## src/rtl/icache_pkg.sv

```systemverilog
// Shared definitions for the direct-mapped instruction cache.
package icache_pkg;

  // Default geometry: 64 lines, one 32-bit instruction per line.
  localparam int DEFAULT_INDEX_WIDTH = 6;

  // Controller states. IDLE looks up, MISS waits on MemCtrl, RESP is the
  // single cycle in which a response is presented to the fetcher.
  typedef enum logic [1:0] {
    ICACHE_IDLE = 2'd0,
    ICACHE_MISS = 2'd1,
    ICACHE_RESP = 2'd2
  } icache_state_e;

  // Word-aligned byte address sent to MemCtrl.
  function automatic logic [31:0] word_addr(input logic [31:0] pc);
    return {pc[31:2], 2'b00};
  endfunction

endpackage

```

## src/rtl/icache_line_store.sv

```systemverilog
// Valid/tag/data storage for the instruction cache: asynchronous read by
// index, one synchronous write port, synchronous clear of every valid bit.
module icache_line_store #(
  parameter int INDEX_WIDTH = 6,
  parameter int TAG_WIDTH   = 24
) (
  input  logic                   i_clk,
  input  logic                   i_rst,
  input  logic [INDEX_WIDTH-1:0] i_rd_index,
  output logic                   o_rd_valid,
  output logic [TAG_WIDTH-1:0]   o_rd_tag,
  output logic [31:0]            o_rd_data,
  input  logic                   i_wr_en,
  input  logic [INDEX_WIDTH-1:0] i_wr_index,
  input  logic [TAG_WIDTH-1:0]   i_wr_tag,
  input  logic [31:0]            i_wr_data
);

  localparam int LINES = 1 << INDEX_WIDTH;

  logic [LINES-1:0]     w_valid;
  logic [TAG_WIDTH-1:0] r_tag  [LINES];
  logic [31:0]          r_data [LINES];

  genvar gi;
  generate
    for (gi = 0; gi < LINES; gi++) begin : g_valid
      logic r_v;
      // Per-line valid flop: cleared on reset, set when its line is filled.
      always_ff @(posedge i_clk) begin
        if (i_rst) begin
          r_v <= 1'b0;
        end else if (i_wr_en && (i_wr_index == INDEX_WIDTH'(gi))) begin
          r_v <= 1'b1;
        end
      end
      assign w_valid[gi] = r_v;
    end
  endgenerate

  // Tag and instruction arrays; contents are meaningless until valid is set,
  // so they carry no reset.
  always_ff @(posedge i_clk) begin
    if (i_wr_en) begin
      r_tag[i_wr_index]  <= i_wr_tag;
      r_data[i_wr_index] <= i_wr_data;
    end
  end

  assign o_rd_valid = w_valid[i_rd_index];
  assign o_rd_tag   = r_tag[i_rd_index];
  assign o_rd_data  = r_data[i_rd_index];

endmodule

```

## src/rtl/icache.sv

```systemverilog
// Direct-mapped instruction cache sitting between the fetcher and the MemCtrl
// fetch port. Hits answer one cycle after acceptance; misses request the word
// from MemCtrl, fill the line and then answer. Only one request is ever in
// flight, so the fill write and the lookup read never contend.
module icache
  import icache_pkg::*;
#(
  parameter int INDEX_WIDTH = DEFAULT_INDEX_WIDTH
) (
  input  logic        clk_in,
  input  logic        rst_in,
  input  logic        rdy_in,
  input  logic        fetch_req,
  input  logic [31:0] fetch_pc,
  input  logic        flush,
  output logic        out_valid,
  output logic [31:0] out_ins,
  output logic        mem_need,
  output logic [31:0] mem_addr,
  input  logic        mem_ready,
  input  logic [31:0] mem_ins
);

  localparam int TAG_WIDTH = 32 - INDEX_WIDTH - 2;

  icache_state_e r_state;
  icache_state_e w_state_next;

  logic [31:2]  r_pc;
  logic         r_discard;
  logic         r_out_valid;
  logic [31:0]  r_out_ins;
  logic         r_mem_need;
  logic [31:0]  r_mem_addr;

  logic [31:2]  w_pc_next;
  logic         w_discard_next;
  logic         w_out_valid_next;
  logic [31:0]  w_out_ins_next;
  logic         w_mem_need_next;
  logic [31:0]  w_mem_addr_next;

  logic                   w_rd_valid;
  logic [TAG_WIDTH-1:0]   w_rd_tag;
  logic [31:0]            w_rd_data;
  logic                   w_hit;
  logic                   w_accept;
  logic                   w_wr_en;
  logic                   w_unused_pc_lsbs;

  // Byte offset within the word plays no part in the lookup.
  assign w_unused_pc_lsbs = ^fetch_pc[1:0];

  assign w_accept = (r_state == ICACHE_IDLE) && fetch_req && !flush;
  assign w_hit    = w_rd_valid && (w_rd_tag == fetch_pc[31:INDEX_WIDTH+2]);
  // Fill only when MemCtrl delivers during a miss and the pipeline is live;
  // stray mem_ready pulses in other states never touch the array.
  assign w_wr_en  = rdy_in && (r_state == ICACHE_MISS) && mem_ready;

  icache_line_store #(
    .INDEX_WIDTH(INDEX_WIDTH),
    .TAG_WIDTH  (TAG_WIDTH)
  ) u_line_store (
    .i_clk     (clk_in),
    .i_rst     (rst_in),
    .i_rd_index(fetch_pc[INDEX_WIDTH+1:2]),
    .o_rd_valid(w_rd_valid),
    .o_rd_tag  (w_rd_tag),
    .o_rd_data (w_rd_data),
    .i_wr_en   (w_wr_en),
    .i_wr_index(r_pc[INDEX_WIDTH+1:2]),
    .i_wr_tag  (r_pc[31:INDEX_WIDTH+2]),
    .i_wr_data (mem_ins)
  );

  // State register; rdy_in low freezes the controller.
  always_ff @(posedge clk_in) begin
    if (rst_in) begin
      r_state <= ICACHE_IDLE;
    end else if (rdy_in) begin
      r_state <= w_state_next;
    end
  end

  // Next-state selection.
  always_comb begin
    w_state_next = r_state;
    case (r_state)
      ICACHE_IDLE: if (w_accept) w_state_next = w_hit ? ICACHE_RESP : ICACHE_MISS;
      ICACHE_MISS: if (mem_ready) w_state_next = ICACHE_RESP;
      ICACHE_RESP: w_state_next = ICACHE_IDLE;
      default:     w_state_next = ICACHE_IDLE;
    endcase
  end

  // Next values for the registered outputs, pc latch and discard flag.
  always_comb begin
    w_pc_next        = r_pc;
    w_discard_next   = r_discard;
    w_out_valid_next = 1'b0;
    w_out_ins_next   = r_out_ins;
    w_mem_need_next  = r_mem_need;
    w_mem_addr_next  = r_mem_addr;
    case (r_state)
      ICACHE_IDLE: begin
        if (w_accept) begin
          w_pc_next = fetch_pc[31:2];
          if (w_hit) begin
            w_out_valid_next = 1'b1;
            w_out_ins_next   = w_rd_data;
          end else begin
            w_mem_need_next = 1'b1;
            w_mem_addr_next = word_addr(fetch_pc);
          end
        end
      end
      ICACHE_MISS: begin
        // The MemCtrl transfer cannot be aborted; a flush only hides its result.
        if (flush) w_discard_next = 1'b1;
        if (mem_ready) begin
          w_mem_need_next = 1'b0;
          if (!(r_discard || flush)) begin
            w_out_valid_next = 1'b1;
            w_out_ins_next   = mem_ins;
          end
        end
      end
      ICACHE_RESP: begin
        w_discard_next = 1'b0;
      end
      default: begin
        w_discard_next = 1'b0;
      end
    endcase
  end

  // Output and datapath registers, frozen together with the state.
  always_ff @(posedge clk_in) begin
    if (rst_in) begin
      r_pc        <= '0;
      r_discard   <= 1'b0;
      r_out_valid <= 1'b0;
      r_out_ins   <= '0;
      r_mem_need  <= 1'b0;
      r_mem_addr  <= '0;
    end else if (rdy_in) begin
      r_pc        <= w_pc_next;
      r_discard   <= w_discard_next;
      r_out_valid <= w_out_valid_next;
      r_out_ins   <= w_out_ins_next;
      r_mem_need  <= w_mem_need_next;
      r_mem_addr  <= w_mem_addr_next;
    end
  end

  assign out_valid = r_out_valid;
  assign out_ins   = r_out_ins;
  assign mem_need  = r_mem_need;
  assign mem_addr  = r_mem_addr;

endmodule
```

## config.mk

```make
export PLATFORM = sky130hd
export DESIGN_NAME = icache
export DESIGN_NICKNAME = d
export VERILOG_FILES = /design/src/rtl/icache_pkg.sv /design/src/rtl/icache_line_store.sv /design/src/rtl/icache.sv
export SDC_FILE = /design/constraint.sdc
export NUM_CORES = 2
export LEC_CHECK = 0
export BUFFER_PORTS_ARGS = -buffer_cell sky130_fd_sc_hd__buf_4
export CORE_AREA = 8 8 547 549
export CTS_CLUSTER_SIZE = 25
export DETAILED_ROUTE_END_ITERATION = 8
export DIE_AREA = 0 0 555 557
export PLACE_DENSITY = 0.73
export SLEW_MARGIN = 20
export SYNTH_ARGS = -nofsm -noshare
export SYNTH_HDL_FRONTEND = slang
export SYNTH_SLANG_ARGS = --single-unit
```

## constraint.sdc

```tcl
create_clock -name clk_in -period 14.3 [get_ports clk_in]
set_input_delay 2.86 -clock clk_in [delete_from_list [all_inputs] [get_ports clk_in]]
set_output_delay 2.86 -clock clk_in [all_outputs]
set_load 0.03 [all_outputs]
```

==> results.py <==
metrics = {
    "global_route": {
        "grt_overflow": 0,
        "antenna_found_initial": 20,
        "grt_pass1_wl_um": 557000,
        "grt_usage_pct": 25.4,
        "grt_max_degree": 141,
        "grt_pass1_vias": 72138,
    },
    "critical_path": {
        "worst-path-stages": 13,
        "reg2reg_depth": 10,
        "cp-start-kind": "primary input",
        "reg2reg_to": "out_ins[30]",
        "path_max_fanout": 87,
        "critPathKind": "in2reg",
        "cp-end-kind": "flop",
        "reg2reg_slack_ps": 9550,
        "crit_chain": "buf_8 -> buf_12 -> buf_4 -> mux4_2 -> nand2_1 -> a32o_1 -> a221oi_1 -> mux2_2 -> nor4b_1 -> and3_1 -> nand4_1 -> nand2_2 -> a211oi_1",
        "path_buf_inv": 3,
        "crit_slowest_cell": "nand2_2",
        "slowest_delay_ps": 980,
        "worstReg2RegStart": "u_line_store.r_tag[62][16]",
        "arrival_ps": 9170,
        "crit_family": "simple AND/OR/NAND/NOR gates",
        "crit_required_ps": 14980,
    },
    "synth": {
        "synth_top_area_share_pct": 74.6,
        "ys.flop_type": "edfxtp_1",
        "yosysTopAreaCell": "edfxtp_1",
        "synthArstFlopShare_pct": 0,
        "synth.distinct_cells": 73,
        "ys_ff_latch": 3745,
        "synthCells": 6483,
        "synth_enable_flop_cells": 3584,
        "synth_area_mm2": 0.144,
        "yosys_warnings": 0,
        "synth.avg_cell_area_um2": 22.2,
        "synth_area_leaders": "edfxtp_1 (75%), mux4_2 (15%), dfxtp_1 (2.2%), mux2i_1 (2.2%), nor2_1 (0.53%)",
        "synth.yosys.seq_area_share_pct": 76.9,
    },
    "place": {
        "gp_congestion": 0.808,
        "dpl_cell_area_mm2": 0.150,
        "port-buffer-count": 131,
        "dp_slack_ps": 4810,
        "hpwl_um": 205000,
        "dpl.cell_count": 10352,
    },
    "clock_network": {
        "h-tree-depth": 5,
        "cts_hold_buf": 0,
        "root_buffer": "clkbuf_16",
        "cts_resized": 0,
        "cts_setup_buffers": 0,
        "cts_tree": "yes",
        "cts-buffers-inserted": 359,
        "clock_latency_ps": 900,
        "cts.sinks": 3745,
        "clk_pin_slew_ps": 60,
        "clock_path_buffers": 4,
    },
    "sta": {
        "fmax_ghz": 0.118,
        "relSlewSlack_pct": 19.0,
        "fin_crit_sh_pct": 59.4,
        "period_needed_ps": 8490,
        "fin_setup_tns_ps": 0,
        "finalHoldViolations": 0,
        "final-setup-viol-count": 0,
        "finClkSkew_ps": 49.9,
        "worst_slew_pin_slew_ps": 1210,
        "final-max-slew-violation-count": 0,
        "grt_setup_unrepaired": "no",
        "finalWorstSetupSlack_ps": 5810,
        "fin_hold_ws_ps": 473,
    },
    "detailed_routing": {
        "dr.pass1.iters": 6,
        "drc": 0,
        "wl_um": 403000,
        "drt-initial-drc-count": 12114,
        "viasPerCell": 6.69,
        "detail-route-antenna-nets": 0,
        "wl_per_cell_um": 36.6,
        "vias": 73783,
    },
    "final_layout": {
        "multi_input_area_mm2": 0.0318,
        "fill_cells": 20640,
        "register_area_mm2": 0.111,
        "fin_util_pct": 55.9,
        "stdcell_area_mm2": 0.162,
        "fin_nets": 6887,
        "layout-drive-gt1-share_pct": 27.4,
        "synthToLayoutAreaGrowth_pct": 12.4,
        "instances_no_fill": 11024,
    },
    "power": {
        "finalPower_mw": 22.4,
        "ir_worst_vdd_uv": 136,
        "powerDensity_mw_per_mm2": 138,
        "p_leak_nw": 53.4,
    },
    "die": {
        "ios": 136,
        "core_area_mm2": 0.290,
        "initial_utilization_pct": 49.7,
        "rows": 198,
        "die_h_um": 557,
        "dieArea_mm2": 0.309,
        "die_x_um": 555,
    },
    "hold_path": {
        "worstHoldStart": "u_line_store.g_valid[8].r_v",
        "hp-class": "reg2reg",
        "whs_path_depth": 2,
        "holdPathEnd": "u_line_store.g_valid[8].r_v",
    },
    "outcome": {
        "status": "complete, no violations",
    },
    "run": {
        "drv_cap": 0,
    },
}
-- kinds of logic (layout without fill, tap and decap cells) --
kind of cell,after synthesis,after routing,share of synthesized area (%)
flops,3745,3745,76.9
mux,1307,1307,17.5
simple gates,696,696,2.37
buf+inv,376,1001,1.43
compound gates,343,343,1.70
xor+xnor,15,15,0.0911
other cells,1,17,0.00260
-- registers in the layout, summed over array words and instances, names as in the netlist, 2 cells and up --
signal	cells
u_line_store.r_data	2048
u_line_store.g_valid.r_v	64
r_pc	30
r_state	2
mem_addr	30
out_ins	32
u_line_store.r_tag	1536
-- worst max path at each step --
stage	startpoint	endpoint	slack (ps)
finish	fetch_pc[4]	out_ins[30]	5810
global route	fetch_pc[2]	out_ins[5]	5550
CTS	fetch_pc[2]	out_ins[30]	5690
detailed placement	fetch_pc[2]	out_ins[14]	4810
global placement	fetch_pc[2]	out_ins[12]	4890
floorplan	mem_ready	u_line_store.r_data[28][0]	6250
-- placed cells by master, fill, tap and decap left out, types with 61 or more instances in the layout --
cell       synthesis  final
clkinv_1           2     61
a21oi_1           80     80
a22oi_1           92     92
edfxtp_1        3584   3584
buf_4             34    318
mux4_2           974    974
clkbuf_1         114     86
nand2b_1          78     77
dfxtp_1          161    155
clkbuf_16          0    368
mux2i_1          312    312
nor2_1           205    151
nand2_1          153    152
-- tightest hold or removal path, cell delays in order (launching register included) --
cell and delay, ps:
dfxtp_1 330, a21oi_1 40, nor2_1 70
-- synthesized netlist by cell type, types with 10 or more instances --
cell type	count
a211oi_1	46
a21oi_1	80
a221oi_1	10
a22oi_1	92
a32oi_1	11
and2_1	10
and3_1	18
buf_1	44
buf_2	129
buf_4	34
buf_6	43
clkbuf_1	114
dfxtp_1	161
edfxtp_1	3584
mux2_2	21
mux2i_1	312
mux4_2	974
nand2_1	153
nand2b_1	78
nand3_1	61
nand4_1	15
nor2_1	205
nor2b_1	34
nor3_1	58
o22ai_1	18
xnor2_1	11
-- per-layer routing --
metal  vias up  part of all wire (%)  global-route usage, %
li1      27989                     -                      -
met1     38946                    35                   34.5
met2      5776                    47                   39.8
met3      1052                    13                   6.25
met4        20                   5.0                   10.9
met5         -                 0.029                      0
-- report_power, final --
| group | internal, mW | switching (mW) | total [mW] |
|---|---|---|---|
| logic | 0.374 | 0.575 | 0.949 |
| clock network | 5.41 | 4.07 | 9.47 |
| registers | 12.0 | 0.0170 | 12.0 |
-- area by class of cell --
| cell class | instances | share of cell area, % |
|---|---|---|
| Inverter | 9 | 0.0270 |
| Clock buffer | 481 | 6.09 |
| Tap cell | 3900 | 3.01 |
| Clock inverter | 172 | 1.10 |
| Sequential cell | 3745 | 68.4 |
| Timing Repair Buffer | 339 | 1.72 |
| Antenna cell | 15 | 0.0232 |
| Multi-Input combinational cell | 2363 | 19.6 |
(Power assumes the default switching activity.)
